==> src/rtl/zx_kbd_pkg.sv <==
// zx_kbd_pkg -- shared definitions for the PS/2 to ZX Spectrum keyboard stage.
//   * parser FSM state enum
//   * Set-2 prefix bytes, the PANIC scancode and the Pause skip length
//   * Spectrum matrix row/column positions and composite-key indices
//   * keymap result type {kind, row, col} plus constructor helpers
package zx_kbd_pkg;

    typedef enum logic [2:0] {
        ST_IDLE,
        ST_EXT,
        ST_BRK,
        ST_EXTBRK,
        ST_SKIP
    } state_e;

    localparam logic [7:0] CODE_E0    = 8'hE0;
    localparam logic [7:0] CODE_F0    = 8'hF0;
    localparam logic [7:0] CODE_E1    = 8'hE1;
    localparam logic [7:0] CODE_PANIC = 8'h76;

    // Bytes that follow E1 in the Pause make sequence (E1 14 77 E1 F0 14 F0 77).
    localparam logic [2:0] SKIP_LEN = 3'd7;

    localparam int NUM_ROWS = 8;
    localparam int NUM_COLS = 5;
    localparam int NUM_CMP  = 5;

    // Spectrum half-row numbers (row r is selected by A[8+r] = 0).
    localparam logic [2:0] ROW_CAPS_V = 3'd0;  // CAPS Z X C V
    localparam logic [2:0] ROW_A_G    = 3'd1;  // A S D F G
    localparam logic [2:0] ROW_Q_T    = 3'd2;  // Q W E R T
    localparam logic [2:0] ROW_1_5    = 3'd3;  // 1 2 3 4 5
    localparam logic [2:0] ROW_0_6    = 3'd4;  // 0 9 8 7 6
    localparam logic [2:0] ROW_P_Y    = 3'd5;  // P O I U Y
    localparam logic [2:0] ROW_ENT_H  = 3'd6;  // ENTER L K J H
    localparam logic [2:0] ROW_SPC_B  = 3'd7;  // SPACE SYM M N B

    localparam logic [2:0] COL_CAPS = 3'd0;
    localparam logic [2:0] COL_SYM  = 3'd1;

    // Composite-key flag indices into cmp.
    localparam logic [2:0] CMP_BKSP  = 3'd0;  // CAPS + 0
    localparam logic [2:0] CMP_LEFT  = 3'd1;  // CAPS + 5
    localparam logic [2:0] CMP_DOWN  = 3'd2;  // CAPS + 6
    localparam logic [2:0] CMP_UP    = 3'd3;  // CAPS + 7
    localparam logic [2:0] CMP_RIGHT = 3'd4;  // CAPS + 8

    typedef enum logic [1:0] {
        KEY_NONE,
        KEY_DIRECT,
        KEY_COMP,
        KEY_PANIC
    } key_kind_e;

    // For KEY_COMP the composite index travels in col.
    typedef struct packed {
        key_kind_e  kind;
        logic [2:0] row;
        logic [2:0] col;
    } key_t;

    function automatic key_t key_direct(input logic [2:0] row, input logic [2:0] col);
        key_t k;
        k.kind = KEY_DIRECT;
        k.row  = row;
        k.col  = col;
        return k;
    endfunction

    function automatic key_t key_comp(input logic [2:0] idx);
        key_t k;
        k.kind = KEY_COMP;
        k.row  = 3'd0;
        k.col  = idx;
        return k;
    endfunction

endpackage

==> src/rtl/zx_keymap.sv <==
// zx_keymap -- combinational Set-2 scancode to Spectrum key table.
// Ports:
//   ext  in  1  byte was preceded by E0
//   code in  8  scancode byte
//   key  out    {kind, row, col}; unknown codes give KEY_NONE
module zx_keymap
    import zx_kbd_pkg::*;
(
    input  logic       ext,
    input  logic [7:0] code,
    output key_t       key
);

    always_comb begin
        // NOTE: assigning a default before the case means every path drives
        // key, so no latch is inferred for unlisted codes.
        key = '{kind: KEY_NONE, row: 3'd0, col: 3'd0};
        if (!ext) begin
            case (code)
                8'h12, 8'h59: key = key_direct(ROW_CAPS_V, COL_CAPS);
                8'h1A: key = key_direct(ROW_CAPS_V, 3'd1);  // Z
                8'h22: key = key_direct(ROW_CAPS_V, 3'd2);  // X
                8'h21: key = key_direct(ROW_CAPS_V, 3'd3);  // C
                8'h2A: key = key_direct(ROW_CAPS_V, 3'd4);  // V
                8'h1C: key = key_direct(ROW_A_G,    3'd0);  // A
                8'h1B: key = key_direct(ROW_A_G,    3'd1);  // S
                8'h23: key = key_direct(ROW_A_G,    3'd2);  // D
                8'h2B: key = key_direct(ROW_A_G,    3'd3);  // F
                8'h34: key = key_direct(ROW_A_G,    3'd4);  // G
                8'h15: key = key_direct(ROW_Q_T,    3'd0);  // Q
                8'h1D: key = key_direct(ROW_Q_T,    3'd1);  // W
                8'h24: key = key_direct(ROW_Q_T,    3'd2);  // E
                8'h2D: key = key_direct(ROW_Q_T,    3'd3);  // R
                8'h2C: key = key_direct(ROW_Q_T,    3'd4);  // T
                8'h16: key = key_direct(ROW_1_5,    3'd0);  // 1
                8'h1E: key = key_direct(ROW_1_5,    3'd1);  // 2
                8'h26: key = key_direct(ROW_1_5,    3'd2);  // 3
                8'h25: key = key_direct(ROW_1_5,    3'd3);  // 4
                8'h2E: key = key_direct(ROW_1_5,    3'd4);  // 5
                8'h45: key = key_direct(ROW_0_6,    3'd0);  // 0
                8'h46: key = key_direct(ROW_0_6,    3'd1);  // 9
                8'h3E: key = key_direct(ROW_0_6,    3'd2);  // 8
                8'h3D: key = key_direct(ROW_0_6,    3'd3);  // 7
                8'h36: key = key_direct(ROW_0_6,    3'd4);  // 6
                8'h4D: key = key_direct(ROW_P_Y,    3'd0);  // P
                8'h44: key = key_direct(ROW_P_Y,    3'd1);  // O
                8'h43: key = key_direct(ROW_P_Y,    3'd2);  // I
                8'h3C: key = key_direct(ROW_P_Y,    3'd3);  // U
                8'h35: key = key_direct(ROW_P_Y,    3'd4);  // Y
                8'h5A: key = key_direct(ROW_ENT_H,  3'd0);  // ENTER
                8'h4B: key = key_direct(ROW_ENT_H,  3'd1);  // L
                8'h42: key = key_direct(ROW_ENT_H,  3'd2);  // K
                8'h3B: key = key_direct(ROW_ENT_H,  3'd3);  // J
                8'h33: key = key_direct(ROW_ENT_H,  3'd4);  // H
                8'h29: key = key_direct(ROW_SPC_B,  3'd0);  // SPACE
                8'h14: key = key_direct(ROW_SPC_B,  COL_SYM);
                8'h3A: key = key_direct(ROW_SPC_B,  3'd2);  // M
                8'h31: key = key_direct(ROW_SPC_B,  3'd3);  // N
                8'h32: key = key_direct(ROW_SPC_B,  3'd4);  // B
                8'h66: key = key_comp(CMP_BKSP);
                CODE_PANIC: key.kind = KEY_PANIC;
                default: ;
            endcase
        end else begin
            case (code)
                8'h6B: key = key_comp(CMP_LEFT);
                8'h72: key = key_comp(CMP_DOWN);
                8'h75: key = key_comp(CMP_UP);
                8'h74: key = key_comp(CMP_RIGHT);
                default: ;
            endcase
        end
    end

endmodule

==> src/rtl/zx_keymatrix.sv <==
// zx_keymatrix -- PS/2 Set-2 make/break parser, Spectrum 8x5 key matrix and
// port FEh readout.
// Ports:
//   clk           in   1  system clock
//   reset         in   1  synchronous, active-high
//   ps2_data_clk  in   1  one-cycle strobe, ps2_data valid
//   ps2_data      in   8  received scancode byte
//   A             in  16  Z80 address; A[15:8] half-row select, active low
//   D             out  8  registered {1,1,1,K4..K0}, pressed key reads 0
module zx_keymatrix
    import zx_kbd_pkg::*;
(
    input  logic        clk,
    input  logic        reset,
    input  logic        ps2_data_clk,
    input  logic [7:0]  ps2_data,
    input  logic [15:0] A,
    output logic [7:0]  D
);

    state_e     state, state_next;
    logic [2:0] skip_cnt, skip_next;
    logic       lookup;
    logic       ext, rel;
    key_t       key;

    logic [NUM_ROWS-1:0][NUM_COLS-1:0] mat;
    logic [NUM_ROWS-1:0][NUM_COLS-1:0] eff;
    logic [NUM_CMP-1:0]                cmp;
    logic [NUM_COLS-1:0]               hit;

    // Port decoding on A[7:0] is done upstream in the read mux.
    logic unused_addr_low;
    assign unused_addr_low = ^A[7:0];

    // The prefix state of the byte being consumed decides ext/rel.
    assign ext = (state == ST_EXT) || (state == ST_EXTBRK);
    assign rel = (state == ST_BRK) || (state == ST_EXTBRK);

    zx_keymap u_keymap (
        .ext  (ext),
        .code (ps2_data),
        .key  (key)
    );

    // Parser next-state logic.
    always_comb begin
        state_next = state;
        skip_next  = skip_cnt;
        lookup     = 1'b0;
        if (ps2_data_clk) begin
            case (state)
                ST_IDLE: begin
                    if (ps2_data == CODE_E0) begin
                        state_next = ST_EXT;
                    end else if (ps2_data == CODE_F0) begin
                        state_next = ST_BRK;
                    end else if (ps2_data == CODE_E1) begin
                        state_next = ST_SKIP;
                        skip_next  = SKIP_LEN;
                    end else begin
                        lookup = 1'b1;
                    end
                end
                ST_EXT: begin
                    if (ps2_data == CODE_F0) begin
                        state_next = ST_EXTBRK;
                    end else if (ps2_data != CODE_E0) begin
                        lookup     = 1'b1;
                        state_next = ST_IDLE;
                    end
                end
                ST_BRK, ST_EXTBRK: begin
                    lookup     = 1'b1;
                    state_next = ST_IDLE;
                end
                ST_SKIP: begin
                    // Leave on the byte that brings the count to zero.
                    skip_next = skip_cnt - 3'd1;
                    if (skip_cnt <= 3'd1) begin
                        skip_next  = 3'd0;
                        state_next = ST_IDLE;
                    end
                end
                default: state_next = ST_IDLE;
            endcase
        end
    end

    // Composite keys overlay CAPS plus their partner key on top of the
    // direct matrix, so releasing one never clears a physically held key.
    always_comb begin
        eff = mat;
        if (cmp[CMP_BKSP]) begin
            eff[ROW_CAPS_V][COL_CAPS] = 1'b1;
            eff[ROW_0_6][0]           = 1'b1;
        end
        if (cmp[CMP_LEFT]) begin
            eff[ROW_CAPS_V][COL_CAPS] = 1'b1;
            eff[ROW_1_5][4]           = 1'b1;
        end
        if (cmp[CMP_DOWN]) begin
            eff[ROW_CAPS_V][COL_CAPS] = 1'b1;
            eff[ROW_0_6][4]           = 1'b1;
        end
        if (cmp[CMP_UP]) begin
            eff[ROW_CAPS_V][COL_CAPS] = 1'b1;
            eff[ROW_0_6][3]           = 1'b1;
        end
        if (cmp[CMP_RIGHT]) begin
            eff[ROW_CAPS_V][COL_CAPS] = 1'b1;
            eff[ROW_0_6][2]           = 1'b1;
        end
    end

    // A column reads pressed if any selected half-row has that key down.
    always_comb begin
        hit = '0;
        for (int r = 0; r < NUM_ROWS; r++) begin
            if (!A[8+r]) begin
                hit = hit | eff[r];
            end
        end
    end

    // NOTE: sequential state uses non-blocking assignments so every register
    // samples the pre-edge values regardless of statement order.
    always_ff @(posedge clk) begin
        if (reset) begin
            state    <= ST_IDLE;
            skip_cnt <= 3'd0;
            // NOTE: the matrix is a plain register array (not a RAM), so it is
            // cleared by reset along with the rest of the state.
            mat      <= '0;
            cmp      <= '0;
            D        <= 8'hFF;
        end else begin
            state    <= state_next;
            skip_cnt <= skip_next;
            D        <= {3'b111, ~hit};
            if (lookup) begin
                case (key.kind)
                    KEY_DIRECT: mat[key.row][key.col] <= !rel;
                    KEY_COMP:   cmp[key.col]          <= !rel;
                    KEY_PANIC: begin
                        if (!rel) begin
                            mat <= '0;
                            cmp <= '0;
                        end
                    end
                    default: ;
                endcase
            end
        end
    end

endmodule

==> config.mk <==
export PLATFORM = sky130hd
export DESIGN_NAME = zx_keymatrix
export DESIGN_NICKNAME = d
export VERILOG_FILES = /design/src/rtl/zx_kbd_pkg.sv /design/src/rtl/zx_keymap.sv /design/src/rtl/zx_keymatrix.sv
export SDC_FILE = /design/constraint.sdc
export NUM_CORES = 1
export LEC_CHECK = 0
export BUFFER_PORTS_ARGS = -buffer_cell sky130_fd_sc_hd__buf_2
export CAP_MARGIN = 20
export CORE_UTILIZATION = 35
export DETAILED_ROUTE_END_ITERATION = 8
export SETUP_SLACK_MARGIN = 0.02
export SKIP_CTS_REPAIR_TIMING = 1
export SYNTH_ARGS = -nofsm -noshare
export SYNTH_HDL_FRONTEND = slang
export SYNTH_SLANG_ARGS = --single-unit
export TNS_END_PERCENT = 10
==> constraint.sdc <==
create_clock -name clk -period 2.2 [get_ports clk]
set_clock_uncertainty 0.1 [all_clocks]
set_input_delay 0 -clock clk [delete_from_list [all_inputs] [get_ports clk]]
set_output_delay 0 -clock clk [all_outputs]
set_load 0.03 [all_outputs]
==> results.json, run 1 <==
{
  "grt_pass1_vias": 4405,
  "setup_viol": 4,
  "wl_um": 14800,
  "finalHoldViolations": 1,
  "min_from": "ps2_data_clk",
  "grt_first_pass_wirelength_um": 22900,
  "critPathMaxFanout": 9,
  "drt_iter0_drc": 312,
  "rsz0062_at_grt": "yes",
  "gr-total-overflow": 0,
  "nFillCells": 1132,
  "cts_buffers": 5,
  "yosysTopAreaCell": "dfxtp_1",
  "slew_viol_final": 0,
  "power.total_w": 0.00295,
  "num_antenna_cells": 0,
  "yosys.cell_types.count": 91,
  "violations": "negative hold slack, negative setup slack",
  "gp_congestion": 0.929,
  "cts-root-buf": "clkbuf_16",
  "final_cell_mix": "107 x buf_4, 53 x dfxtp_1, 49 x inv_1",
  "seq_area_mm2": 0.00112,
  "start_util_pct": 35.8,
  "cts.sinks": 56,
  "powerDensity_mw_per_mm2": 497,
  "ys_warn_count": 0,
  "yosys_most_used_dff": "dfxtp_1",
  "fin_ws_ns": -0.0261,
  "drv_cap": 0,
  "worst_pin_slew_ns": 0.511,
  "synthesis.area_mm2": 0.00430,
  "htree_levels": 2,
  "clkLatencyLatePin_ns": 0.30,
  "p_leak_nw": 2.29,
  "final_common_cell": "buf_4",
  "grt_usage_pct": 22.4,
  "multi_input_area_mm2": 0.00306,
  "dieHeight_um": 113,
  "drive_above_1_share_pct": 38.1,
  "fin_nets": 661,
  "antenna_found_initial": 0,
  "synthArstFlopShare_pct": 0,
  "yosysSeqAreaShare_pct": 26.1,
  "core_mm2": 0.0120,
  "drcViolationCount": 0,
  "cp.arrival_ns": 2.32,
  "whs_ns": -0.00865,
  "crit_start": "ps2_data[7]",
  "clk_pin_slew_worst_paths_ns": 0.07,
  "cp-end-kind": "flop",
  "rows": 40,
  "grt_start_max_net_pins": 34,
  "syn_inst": 516,
  "ys_ff_latch": 56,
  "cts_tree": "yes",
  "period_share_pct": 101,
  "num_vias": 4752,
  "ir_worst_vdd_v": 0.000291,
  "vias_per_cell": 6.09,
  "synth_area_leaders": "dfxtp_1 26%, o221ai_1 6.7%, o211ai_1 5.1%, inv_1 4.3%, nand2_1 2.2%",
  "slew_headroom_pct": 65.9,
  "synth_edf_count": 0,
  "holdCritPathClass": "primary input to flop",
  "min_period_ns": 2.23,
  "status": "complete, but fails checks",
  "layout.cells.non_filler": 780,
  "worstSetupStartpointType": "primary input",
  "final_util_pct": 49.4,
  "dieArea_mm2": 0.0127,
  "postSynthAreaPerCell_um2": 8.32,
  "crit_type": "primary input to flop",
  "dieWidth_um": 113,
  "dp_hpwl_um": 10700,
  "dp_cells": 762,
  "pin_count": 35,
  "ant_nets": 0,
  "required_ns": 2.29,
  "clk_path_buf_depth": 2,
  "yosysTopAreaCellShare_pct": 26.1,
  "fmax_mhz": 449,
  "dr.pass1.iters": 5,
  "area_delta_synth_final_pct": 38.3,
  "port_buffers": 23,
  "wl_per_cell_um": 19.0,
  "r2r-start": "state[0]"
}
## report_power, final
part / leakage [nW] / internal (W) / switching [W] / total [W]
Clock: 0.0701 / 0.000455 / 0.000379 / 0.000834
Sequential: 0.461 / 0.00114 / 0.0000727 / 0.00121
Combinational: 1.76 / 0.000414 / 0.000491 / 0.000904
Total: 2.29 / 0.00201 / 0.000943 / 0.00295
## through the flow
| step | setup WS (ns) | hold slack, ns | TNS [ns] | area [um^2] |
|---|---|---|---|---|
| final | -0.0261 | -0.00865 | -0.0438 | 5940 |
| after global routing | -0.113 | 0.0459 | -1.79 | 5940 |
| after CTS | -0.0781 | -0.0852 | -1.22 | 5460 |
| after detailed placement | -0.375 | 0.225 | -13.63 | 5310 |
| after global placement | -0.352 | 0.230 | -12.92 | 5310 |
| after floorplan | 0.0289 | 0.0609 | 0 | 4310 |
## registers in the layout (all words and copies together), names as in the netlist
name and count:
skip_cnt 3, cmp 5, D 5, mat 6, state 3, eff 34
## routing by layer
metal  GRT usage [%]  part of all wire, %  up-vias
met5               0                    0        -
met4            7.47                  3.1        0
met3            3.54                  5.4       38
met2            37.3                   49      148
met1            29.6                   43     2318
li1                -                    -     2248
## cell type report
cell class                 count  share of cell area, %
clock buffer                   7                   2.40
clock inverter                 1                  0.126
inverter                      49                   3.10
multi-input combinational    371                   51.4
sequential                    56                   18.9
tap                          147                   3.10
timing repair buffer         149                   20.9
## cell families after synthesis
group,count (synthesis),synth area share [%]
other,1,0.0873
muxes,5,1.17
buffers and inverters,91,10.4
and+or+nand+nor,169,26.4
AOI/OAI and AO/OA,190,34.8
xor gates and xnor gates,2,0.408
adders and majority gates,2,0.582
DFF,56,26.1
## synthesized netlist by cell type (all sizes together), types with 4 or more instances
library cell	n
clkbuf	11
a21o	6
nand2	27
nand3	13
dfxtp	56
buf	31
and2	6
a221o	5
o21ai	26
nand2b	7
or3b	7
o22ai	14
nor3	8
and4	5
o211a	4
mux2i	5
o2111ai	4
a21oi	19
nor4bb	5
nor4	5
nand3b	7
o311ai	4
and3	12
o221ai	33
nor2	23
o211ai	29
a31oi	5
inv	49
nand4	8
o21bai	4
or4b	5
## path summary, 6_finish.rpt
path	end	slack (ns)	cells after the start
setup / recovery	mat[24]	-0.03	11
hold / removal	state[2]	-0.009	4
setup reg to reg	eff[30]	-0.01	7
hold reg to reg	eff[16]	0.39	2
## critical path, stage by stage
cell      delay (ns)
buf_2           0.12
buf_4           0.16
nor4bb_1        0.35
buf_4           0.18
buf_4           0.15
mux2i_1         0.08
or3_1           0.42
nand4_4         0.18
nand2b_1        0.27
o21ai_0         0.12
a311oi_1        0.30
(Power assumes the default switching activity.)
==> run 2, diff against run 1 <==
Clock period 2.2 ns to 2.65 ns, I/O delays scaled along.
==> results.json, run 2 (same netlist as run 1, synthesis figures left out) <==
{
  "core_mm2": 0.0120,
  "r2r-end": "eff[11]",
  "fin_ws_ns": 0.218,
  "cts.sinks": 56,
  "dieWidth_um": 113,
  "worstSetupStartpointType": "primary input",
  "final_common_cell": "dfxtp_1",
  "dp_hpwl_um": 9880,
  "cts_buffers": 5,
  "num_vias": 4350,
  "fin_nets": 584,
  "wl_per_cell_um": 18.8,
  "area_delta_synth_final_pct": 14.5,
  "p_leak_nw": 1.81,
  "gr-total-overflow": 0,
  "num_antenna_cells": 0,
  "rows": 40,
  "clkLatencyLatePin_ns": 0.30,
  "min_period_ns": 2.43,
  "rsz0062_at_grt": "no",
  "grtUsageMet3_pct": 2.79,
  "clk_path_buf_depth": 2,
  "status": "complete, but fails checks",
  "slew_headroom_pct": 59.8,
  "grt_start_max_net_pins": 34,
  "pre_cts_slack_ns": -0.0383,
  "vias_per_cell": 6.19,
  "grt_pass1_vias": 4037,
  "port_buffers": 23,
  "crit_start": "ps2_data[6]",
  "setup_viol": 0,
  "ant_nets": 0,
  "power.total_w": 0.00229,
  "pin_count": 35,
  "wl_um": 13200,
  "crit_path_end": "eff[38]",
  "final_util_pct": 40.9,
  "antenna_found_initial": 0,
  "htree_levels": 2,
  "grt_use_met2_pct": 34.7,
  "slew_viol_final": 0,
  "period_share_pct": 91.8,
  "r2r-start": "state[0]",
  "finalHoldViolations": 1,
  "cp.arrival_ns": 2.56,
  "required_ns": 2.77,
  "cp-end-kind": "flop",
  "reg2reg_slack_ns": 0.36,
  "met1_usage_pct": 28.3,
  "largest_register_ffs": 34,
  "final_cell_mix": "56 x dfxtp_1, 49 x inv_1, 43 x buf_4",
  "grt.busiest_layer": "met2",
  "gp_congestion": 0.910,
  "rr_worst_depth": 6,
  "drv_cap": 0,
  "whs_ns": -0.00365,
  "cts-root-buf": "clkbuf_16",
  "grt_usage_pct": 21.1,
  "start_util_pct": 35.8,
  "drcViolationCount": 0,
  "dieHeight_um": 113,
  "fmax_mhz": 411,
  "crit_type": "primary input to flop",
  "critPathMaxFanout": 17,
  "powerDensity_mw_per_mm2": 466,
  "cts_tree": "yes",
  "violations": "negative hold slack",
  "drt_iter0_drc": 272,
  "dieArea_mm2": 0.0127,
  "holdCritPathClass": "primary input to flop",
  "worst_pin_slew_ns": 0.598,
  "ir_worst_vdd_v": 0.000266,
  "grt_first_pass_wirelength_um": 21400,
  "dr.pass1.iters": 7,
  "drive_above_1_share_pct": 20.9,
  "clk_pin_slew_worst_paths_ns": 0.08
}
[run 2: cell type report]
type                       instances  area [um^2]
clock buffer                       5          125
clock inverter                     3         28.8
fill                            1242         7090
inverter                          49          184
multi-input combinational        371         2740
sequential                        56         1120
tap                              147          184
timing repair buffer              72          538
[run 2: power by group]
part	switching (W)	total, W	internal, W
clock	0.000342	0.000708	0.000365
combinational	0.000341	0.000578	0.000237
sequential	0.0000597	0.00101	0.000947
total	0.000743	0.00229	0.00155
[run 2: per-stage QoR]
step,std cells,setup TNS [ns],instance area (um^2)
2_1_floorplan,518,0,4300
3_3_place_gp,693,-0.190,4740
3_5_place_dp,693,-0.173,4740
4_1_cts,701,0,4900
5_1_grt,703,0,4920
6_report,703,0,4920
[run 2: worst min path at each step]
stage,slack [ns],endpoint,cells past startpoint,start
5_1_grt,0.002,D[0],3,A[11]
6_report,-0.004,D[0],3,A[10]
2_1_floorplan,0.06,D[3],2,A[12]
3_5_place_dp,0.23,skip_cnt[2],2,reset
4_1_cts,-0.07,skip_cnt[2],2,reset
3_3_place_gp,0.22,state[1],2,reset
[run 2: layer usage]
layer  vias up  part of all wire [%]
li1       2095                     -
met1      2084                    46
met2       140                    46
met3        31                   5.0
met4         0                   3.0
met5         -                     0
[run 2: worst max-delay path, stage by stage]
cell       delay, ns
buf_2           0.23
or3b_2          0.47
a2111oi_0       0.55
or4b_4          0.26
o21ai_2         0.10
a21oi_1         0.41
nand2_1         0.28
o221ai_1        0.25
==> run 3, diff against run 2 <==
Settings changed: REMOVE_ABC_BUFFERS set to 1, SETUP_SLACK_MARGIN 0.02 to not set.
==> results.json, run 3 (same netlist as run 1, synthesis figures left out) <==
{
  "status": "completed",
  "place_area_mm2": 0.00473,
  "slowest_delay_ns": 0.51,
  "path_cells": "buf_2 -> or3b_2 -> or4_1 -> o311ai_2 -> o21ai_2 -> a21oi_1 -> nand2_1 -> o221ai_1",
  "largest_register_ffs": 34,
  "fin_nets": 584,
  "ant_nets": 0,
  "port_buffers": 23,
  "dieArea_mm2": 0.0127,
  "clkLatencyLatePin_ns": 0.30,
  "wl_per_cell_um": 19.2,
  "dieHeight_um": 113,
  "fin_ws_ns": 0.244,
  "critPathMaxFanout": 24,
  "period_share_pct": 90.8,
  "holdCritPathClass": "primary input to flop",
  "ir_worst_vdd_v": 0.000232,
  "core_mm2": 0.0120,
  "worst_pin_slew_ns": 0.605,
  "layout.cells.non_filler": 703,
  "final_util_pct": 40.8,
  "final_common_cell": "dfxtp_1",
  "gr-total-overflow": 0,
  "antenna_found_initial": 0,
  "dieWidth_um": 113,
  "cts_tree": "yes",
  "num_antenna_cells": 0,
  "rows": 40,
  "critPathBufInv": 1,
  "setup_viol": 0,
  "dp_cells": 693,
  "gp_congestion": 0.933,
  "min_period_ns": 2.41,
  "fmax_mhz": 416,
  "drcViolationCount": 0,
  "clk_pin_slew_worst_paths_ns": 0.08,
  "required_ns": 2.76,
  "drt_iter0_drc": 329,
  "drv_cap": 0,
  "dp_hpwl_um": 9830,
  "htree_levels": 2,
  "cts-root-buf": "clkbuf_16",
  "worstSetupStartpointType": "primary input",
  "grt_usage_pct": 21.3,
  "crit_family": "simple AND/OR/NAND/NOR gates",
  "area_delta_synth_final_pct": 14.0,
  "wl_um": 13500,
  "cts.sinks": 56,
  "cp_slowest_cell": "or3b_2",
  "p_leak_nw": 1.79,
  "vias_per_cell": 6.30,
  "cts_buffers": 5,
  "final_cell_area_mm2": 0.00490,
  "pre_cts_slack_ns": -0.00510,
  "clk_path_buf_depth": 2,
  "dr.pass1.iters": 5,
  "start_util_pct": 35.8,
  "grt_start_max_net_pins": 34,
  "cp-end-kind": "flop",
  "powerDensity_mw_per_mm2": 461,
  "rsz0062_at_grt": "no",
  "final_cell_mix": "56 x dfxtp_1, 49 x inv_1, 44 x buf_4",
  "cp.arrival_ns": 2.52,
  "finalHoldViolations": 0,
  "grt_pass1_vias": 4112,
  "grt_first_pass_wirelength_um": 21700,
  "slew_viol_final": 0,
  "slew_headroom_pct": 59.4,
  "num_vias": 4432,
  "crit_type": "primary input to flop",
  "pin_count": 35,
  "drive_above_1_share_pct": 20.7
}
[run 3: worst reg2reg max path: cells and delay by family (launching register included)]
family / cells / cell delay (ns)
flops: 1 / 0.36
simple gates: 3 / 0.91
buf+inv: 1 / 0.18
compound gates: 3 / 0.63
[run 3: area by class of cell]
cell class	instances	area (um^2)
Fill cell	1263	7120
Timing Repair Buffer	72	526
Clock buffer	6	129
Tap cell	147	184
Sequential cell	56	1120
Inverter	49	184
Multi-Input combinational cell	371	2740
Clock inverter	2	16.3
[run 3: worst paths after layout]
check / slack, ns / startpoint / cells after the start / end
worst min register to register: 0.39 / eff[26] / 2 / eff[26]
worst max-delay path: 0.24 / ps2_data[2] / 8 / eff[28]
worst max register to register: 0.36 / state[0] / 7 / eff[10]
worst min-delay path: 0.02 / A[10] / 3 / D[1]
[run 3: metal layers]
metal	vias up	track usage, %	routed length (um)
met5	-	0	0
met4	0	6.22	196
met3	20	2.20	901
met2	165	35.1	6310
met1	2162	29.4	6080
li1	2085	-	-
[run 3: power breakdown]
part | switching (W) | internal [W] | total (W)
Combinational | 0.000348 | 0.000233 | 0.000581
Clock | 0.000316 | 0.000353 | 0.000669
Sequential | 0.0000582 | 0.000947 | 0.00100
Total | 0.000722 | 0.00153 | 0.00225
[run 3: stage by stage]
| stage | TNS (ns) | hold slack, ns | total power (W) |
|---|---|---|---|
| after floorplan | -0.596 | -0.0309 | 0.00136 |
| after global placement | 0 | 0.218 | 0.00157 |
| after detailed placement | -0.00510 | 0.233 | 0.00159 |
| after CTS | 0 | -0.0714 | 0.00225 |
| after global routing | 0 | 0.00360 | 0.00235 |
| final | 0 | 0.0226 | 0.00225 |
